### config.mk
export PLATFORM = sky130hd
export DESIGN_NAME = disp_scan_ctrl
export DESIGN_NICKNAME = d
export VERILOG_FILES = /design/src/rtl/disp_scan_ctrl.sv
export SDC_FILE = /design/constraint.sdc
export NUM_CORES = 1
export LEC_CHECK = 0
export BUFFER_PORTS_ARGS = -buffer_cell sky130_fd_sc_hd__buf_2
export CORE_UTILIZATION = 60
export CTS_BUF_LIST = sky130_fd_sc_hd__clkbuf_4 sky130_fd_sc_hd__clkbuf_8
export DETAILED_ROUTE_END_ITERATION = 8
export PLACE_DENSITY = 0.85
export RECOVER_POWER = 50
export SLEW_MARGIN = 10
export SYNTH_ARGS = -nofsm -noshare
export SYNTH_HDL_FRONTEND = slang
export SYNTH_SLANG_ARGS = --single-unit
### constraint.sdc
create_clock -name clk -period 3.44 [get_ports clk]
set_input_delay 0.344 -clock clk [delete_from_list [all_inputs] [get_ports clk]]
set_output_delay 0.344 -clock clk [all_outputs]
set_load 0.1 [all_outputs]
### src/rtl/disp_scan_ctrl.sv
// Four-digit seven-segment scan controller: steers one digit per slot onto the
// MC14495 decoder inputs, with leading dead-time and frame-synchronous commit.
module disp_scan_ctrl #(
  parameter int SCAN_DIV  = 50000,
  parameter int BLANK_CYC = 500
) (
  input  logic        clk,
  input  logic        rst_n,
  input  logic        load,
  input  logic [15:0] hexs,
  input  logic [3:0]  points,
  input  logic [3:0]  les,
  output logic [3:0]  D,
  output logic        point,
  output logic        LE,
  output logic [3:0]  AN,
  output logic        pend,
  output logic        frame_done
);

  localparam int CW = (SCAN_DIV > 2) ? $clog2(SCAN_DIV) : 1;
  localparam logic [CW-1:0] CNT_MAX = CW'(SCAN_DIV - 1);

  logic [CW-1:0] cnt_q, cnt_d;
  logic [1:0]    idx_q, idx_d;
  logic [15:0]   disp_hex_q, disp_hex_d, pend_hex_q, pend_hex_d;
  logic [3:0]    disp_pt_q, disp_pt_d, pend_pt_q, pend_pt_d;
  logic [3:0]    disp_le_q, disp_le_d, pend_le_q, pend_le_d;
  logic          pend_q, pend_d;
  logic [3:0]    d_q, d_d, an_q, an_d;
  logic          point_q, point_d, le_q, le_d, fd_q, fd_d;
  logic          slot_end, frame_end, blank_d;

  assign slot_end  = (cnt_q == CNT_MAX);
  assign frame_end = slot_end && (idx_q == 2'd3);
  assign cnt_d     = slot_end ? '0 : cnt_q + CW'(1);
  assign idx_d     = slot_end ? idx_q + 2'd1 : idx_q;

  // Outputs are computed from next-state values so they line up with cnt/idx.
  generate
    if (BLANK_CYC == 0) begin : g_no_blank
      assign blank_d = 1'b0;
    end else begin : g_blank
      assign blank_d = (cnt_d < CW'(BLANK_CYC));
    end
  endgenerate

  always_comb begin
    disp_hex_d = disp_hex_q;
    disp_pt_d  = disp_pt_q;
    disp_le_d  = disp_le_q;
    pend_hex_d = pend_hex_q;
    pend_pt_d  = pend_pt_q;
    pend_le_d  = pend_le_q;
    pend_d     = pend_q;
    if (frame_end && pend_q) begin
      disp_hex_d = pend_hex_q;
      disp_pt_d  = pend_pt_q;
      disp_le_d  = pend_le_q;
      pend_d     = 1'b0;
    end
    // A load on the commit edge refills pending after the old data commits.
    if (load) begin
      pend_hex_d = hexs;
      pend_pt_d  = points;
      pend_le_d  = les;
      pend_d     = 1'b1;
    end
    fd_d    = frame_end;
    d_d     = disp_hex_d[{idx_d, 2'b00} +: 4];
    point_d = disp_pt_d[idx_d];
    if (blank_d) begin
      an_d = 4'b1111;
      le_d = 1'b1;
    end else begin
      an_d = ~(4'b0001 << idx_d);
      le_d = disp_le_d[idx_d];
    end
  end

  always_ff @(posedge clk or negedge rst_n) begin
    if (!rst_n) begin
      cnt_q      <= '0;
      idx_q      <= 2'd0;
      disp_hex_q <= '0;
      disp_pt_q  <= '0;
      disp_le_q  <= '0;
      pend_hex_q <= '0;
      pend_pt_q  <= '0;
      pend_le_q  <= '0;
      pend_q     <= 1'b0;
      d_q        <= 4'd0;
      point_q    <= 1'b0;
      le_q       <= 1'b1;
      an_q       <= 4'b1111;
      fd_q       <= 1'b0;
    end else begin
      cnt_q      <= cnt_d;
      idx_q      <= idx_d;
      disp_hex_q <= disp_hex_d;
      disp_pt_q  <= disp_pt_d;
      disp_le_q  <= disp_le_d;
      pend_hex_q <= pend_hex_d;
      pend_pt_q  <= pend_pt_d;
      pend_le_q  <= pend_le_d;
      pend_q     <= pend_d;
      d_q        <= d_d;
      point_q    <= point_d;
      le_q       <= le_d;
      an_q       <= an_d;
      fd_q       <= fd_d;
    end
  end

  assign D          = d_q;
  assign point      = point_q;
  assign LE         = le_q;
  assign AN         = an_q;
  assign pend       = pend_q;
  assign frame_done = fd_q;

endmodule

### Yosys cells after proc, flatten, opt, wreduce, memory -nomap -nowiden

Index checks and enable logic that the tools add are counted.

* $add $sub $neg: 2
* multiply operators: 0
* divide/modulo/power cells: 0
* magnitude comparators: 2
* equality and inequality tests: 2
* shifts and indexed selects: 2
* muxes and demuxes: 13
* bitwise gates (word level): 1
* reductions and logical operators: 3

Operators with widths (number)
* two-way mux 16 bit: 2
* adder 16 x 1 -> 16 bit, second input constant: 1
* equality test 16 bit, second input constant: 1
* < comparator 16 x 9 -> 1 bit, second input constant: 1
* indexed part select 16 x 5 -> 4 bit: 1
* two-way mux 4 bit: 3
* two-way mux 1 bit: 5
* binary-select mux 1 bit (select 2 bit): 2
* inverter 4 bit: 1
* left shift 1 x 2 -> 4 bit, first input constant: 1
* < comparator 2 x 3 -> 1 bit, second input constant: 1
* adder 2 x 1 -> 2 bit, second input constant: 1
* equality test 2 bit, second input constant: 1
* logical AND 1 bit: 2
* two-way mux 2 bit: 1
* nonzero test 2 bit: 1

* flip-flop bits (word level): 78
* latch bits: 0
* memory bits (writable): 0
* memory bits (read-only): 0
* input bits: 27
* output and inout port bits: 12
* logic and storage cells: 39
* memories kept: 0

### Longest topological paths before layout

* depth in word-level cells: 7
* mapped depth: 8

### Least setup slack after synthesis

No wires, ideal clock.

* path type: reg-to-reg
* start: register cnt_q[4]
* end: register d_q[3], in the netlist D[3]
* library setup time: 144 ps
* arrival: 2631 ps
* data required time: 3296 ps
* path slack: 665 ps
* stages on the path, launching flop included: 9
* path buffers: 2
* period minus slack after synthesis: 2775 ps
* cells stage by stage: dfrtp_1 -> buf_6 -> or4_4 -> nor4_4 -> mux2i_2 -> clkinv_4 -> buf_12 -> mux2i_1 -> mux2i_1

* elaborated cells between the ends (all ways): 6
* those cells by class: eq/ne: 1; shift: 1; mux: 2; reduce/logical: 2

RTL lines
* start: declaration: RTL line 24 `logic [CW-1:0] cnt_q, cnt_d;`
* start signal: assignment: RTL line 98 `cnt_q <= cnt_d;`
* equality test 16 bit: RTL line 34 `assign slot_end = (cnt_q == CNT_MAX);`
* two-way mux 2 bit: RTL line 37 `assign idx_d = slot_end ? idx_q + 2'd1 : idx_q;`
* via idx_d[1]: RTL line 25 `logic [1:0] idx_q, idx_d;`
* indexed part select 16 x 5 -> 4 bit: RTL line 70 `d_d = disp_hex_d[{idx_d, 2'b00} +: 4];`
* via d_d[3]: RTL line 30 `logic [3:0] d_q, d_d, an_q, an_d;`
* end signal: assignment: RTL line 92 `d_q <= 4'd0;`
* end signal: assignment: RTL line 107 `d_q <= d_d;`
* end: declaration: RTL line 30

The timed path passes the listed nets, and every way through them passes these cells.
A chain may end at the register's enable or synchronous reset.

### Worst setup path in the final report

* start: register cnt_q[4]
* end: register an_q[3], in the netlist AN[3]

* elaborated cells between the ends (all ways): 8
* those cells by class: add/sub: 1; order compare: 1; eq/ne: 1; shift: 1; mux: 3; bitwise: 1

RTL lines
* adder 16 x 1 -> 16 bit or equality test 16 bit (tied branches): RTL line 36, 34
* two-way mux 16 bit *: RTL line 36 `assign cnt_d = slot_end ? '0 : cnt_q + CW'(1);`
* via cnt_d[9]: RTL line 24
* < comparator 16 x 9 -> 1 bit *: RTL line 44 `assign blank_d = (cnt_d < CW'(BLANK_CYC));`
* two-way mux 4 bit *: RTL line 72 `if (blank_d) begin`
* via an_d[3]: RTL line 30
* end signal: assignment: RTL line 110 `an_q <= an_d;`
* end: declaration: RTL line 30

Mark *: on every way through the listed nets, which the timed path passes. The rest lies on a longest branch.

==> reports/metrics.yaml <==
yosys:
  syn-num-nets: 290
  synth-seq-cells: 78
  syn_inst: 261
  ys_types: 48
  async_flop_share_pct: 100
  synthesis.area_um2: 3480
  synth-edff-count: 0
  ys_seq_area_share_pct: 56.3
  synthFlopType: "dfrtp_1"
  yosysWarnings: 0
  postSynthAreaPerCell_um2: 13.3
drt:
  ant_nets: 0
  drcViolationCount: 0
  vias: 2209
  first_pass_iters: 4
  avgViaCountPerCell: 5.83
  wire_per_inst_um: 16.4
  wirelength_um: 6200
  drt_iter0_drc: 149
placed_design:
  dpl_cell_area_um2: 3710
  hpwl_um: 4240
  place_congestion: 0.863
  preCtsSetupSlack_ps: 733
  portBuffers: 38
clock_network:
  cts-root-buf: "clkbuf_8"
  cts_max_level: 3
  clk_pin_slew_ps: 80
  hold_buffers: 0
  cts_resized: 0
  cts_buffer_depth: 2
  numCtsBuffers: 9
  clk_latency_ps: 350
  cts_setup_buffers: 0
  clock_sinks: 78
  cts_tree: "yes"
floorplan:
  core_area_um2: 5540
  row_count: 27
  start_util_pct: 62.8
  die_width_um: 78.1
  design.die.area_um2: 6100
  ios: 39
  die_height_um: 78.1
power:
  switching_power_uw: 364
  seqPwrFrac_pct: 55.7
  p_int_uw: 1360
  swShare_pct: 21.1
  peakVddDrop_v: 0.000300
  cellLeakagePower_uw: 0.00187
  powerDensity_nw_per_um2: 440
  p_comb_share_pct: 4.1
  clkPwrFrac_pct: 40.3
setup_path:
  critical_path_class: "reg -> reg"
  critPathArrivalTime_ps: 2970
  endpoint_kind: "register"
  required_ps: 3720
  cp-start-kind: "register"
  path_max_fanout: 9
timing:
  max_slew.worst_pin.slew_ps: 1830
  final-setup-viol-count: 0
  fmax_ghz: 0.372
  final-hold-violation-count: 0
  fin_ws_ps: 749
  clock_skew_ps: 6.67
  fin_tns_setup_ps: 0
  relSlewSlack_pct: -22.3
  rsz0062_at_grt: "false"
  final_max_slew_viol_count: 108
  period_share_pct: 78.2
  min_period_ps: 2690
grt:
  grt_pass1_wl_um: 10400
  antenna_found_initial: 0
  grt_pass1_vias: 2176
  grt_overflow: 0
  grt_max_degree: 79
  grt_use_total_pct: 23.1
outcome:
  status: "complete, but fails checks"
  violations: "capacitance limit, slew limit"
min_path:
  holdCritPathClass: "in -> reg"
finish:
  final-seq-area_um2: 1960
  antenna_cells: 0
  area_delta_synth_final_pct: 12.4
  final_cell_area_um2: 3910
  drive_above_1_share_pct: 37.8
  multi_input_area_um2: 1400
  fillers: 406
  nNetsFinal: 332
flow_run:
  cap_violations: 2
==> Yosys cell counts, types with 2 or more instances <==
cell type   n  area, um^2
dfrtp_1    73        1830
buf_6       2        22.5
o21ai_0    15        75.1
and2_1      2        12.5
o21ai_1     3        15.0
clkbuf_1    5        18.8
o2111ai_1   4        35.0
nor4_1      4        25.0
nor2_1     10        37.5
xnor2_1    10        87.6
a21oi_1     4        20.0
nor2_2      2        12.5
or3_1       2        12.5
nor3_1      3        15.0
inv_1       8        30.0
nand4_1     5        31.3
or4_4       3        33.8
mux2i_1    16         160
nand2_1    12        45.0
dfstp_2     5         131
mux2_2     28         315
ha_1        2        25.0
o211ai_2    2        25.0
xor2_1      3        26.3
mux2_4     12         180
nand4b_1    2        17.5
nand3_1     3        15.0
==> registers in the layout, summed over array words and instances (netlist names) <==
register and count:
cnt_q 16, disp_hex_q 16, pend_hex_q 16, AN 4
D 4, disp_le_q 4, disp_pt_q 4, pend_le_q 4
pend_pt_q 4, idx_q 2, LE 1, frame_done 1
pend 1, point 1
==> routing by layer <==
layer	global-route usage [%]	wire length, um	part of all wire, %	up-vias
met1	30.1	2750	44	1097
li1	-	-	-	1031
met5	0	0	0	-
met2	37.1	3060	49	67
met4	12.8	175	2.8	0
met3	3.60	212	3.4	14
==> worst max-delay path: stages (launching register included) <==
cell	delay (ps)
dfrtp_1	470
or4_4	590
or4_4	510
nor3_4	230
nor2_2	70
or4_4	580
o211ai_2	170
==> placed cells by master, fill, tap and decap left out, types with 2 or more instances in the layout <==
| cell | n |
|---|---|
| o21ai_1 | 3 |
| clkbuf_8 | 11 |
| nor4_1 | 4 |
| ha_1 | 2 |
| and2_1 | 2 |
| nand4b_1 | 2 |
| nand4_1 | 5 |
| nor2_1 | 10 |
| mux2_4 | 12 |
| o21ai_0 | 15 |
| buf_2 | 36 |
| nand2_1 | 12 |
| xor2_1 | 3 |
| mux2_2 | 28 |
| dfstp_2 | 5 |
| clkinv_4 | 2 |
| a21oi_1 | 4 |
| xnor2_1 | 10 |
| nor2_2 | 2 |
| or3_1 | 2 |
| o2111ai_1 | 4 |
| buf_4 | 3 |
| nor3_1 | 3 |
| nand3_1 | 3 |
| inv_1 | 8 |
| mux2i_1 | 16 |
| o211ai_2 | 2 |
| dfrtp_1 | 73 |
| or4_4 | 3 |
==> per-stage QoR <==
step	util, %	hold slack, ps	std cells	power [uW]
detailed placement	66.9	480	364	1050
global placement	66.9	477	364	1040
floorplan	-	48.4	261	1010
finish	70.5	205	379	1720
CTS	70.6	169	379	1740
global route	70.5	199	379	1790
==> final cells by class <==
type | instances | area share (%)
sequential | 78 | 50.1
multi-input combinational | 163 | 35.9
timing repair buffer | 41 | 5.41
clock buffer | 12 | 4.07
tap | 72 | 2.31
clock inverter | 3 | 1.12
inverter | 10 | 1.09
==> kinds of logic (layout without fill, tap and decap cells) <==
family / count (synthesis) / count (layout) / synth area share [%]
flops: 78 / 78 / 56.3
mux: 57 / 57 / 19.3
simple gates: 56 / 56 / 10.3
compound gates: 34 / 34 / 6.30
buf+inv: 20 / 66 / 3.35
xor+xnor: 14 / 14 / 3.74
fa+ha+maj: 2 / 2 / 0.720
==> final timing paths <==
path	from	end	slack, ps	cells after the start
max	cnt_q[4]$_DFF_PN0_	AN[3]$_DFF_PN1_	750	6
max in group asynchronous	rst_n	pend_le_q[2]$_DFFE_PN0P_	1860	1
min in group asynchronous	rst_n	cnt_q[5]$_DFF_PN0_	470	1
max reg2reg	cnt_q[4]$_DFF_PN0_	AN[3]$_DFF_PN1_	750	6
min	les[3]	pend_le_q[3]$_DFFE_PN0P_	200	3
min reg2reg	disp_hex_q[12]$_DFF_PN0_	disp_hex_q[12]$_DFF_PN0_	500	1
==> power by group through the flow <==
stage | logic (uW) | registers, uW | clock network [uW]
after floorplan | 34.9 | 971 | 0
after global placement | 68.5 | 975 | 0
after detailed placement | 72.0 | 976 | 0
after CTS | 72.4 | 958 | 711
after global routing | 79.3 | 962 | 746
final | 70.0 | 958 | 693
Note: power is estimated with default switching activity, not from simulation.
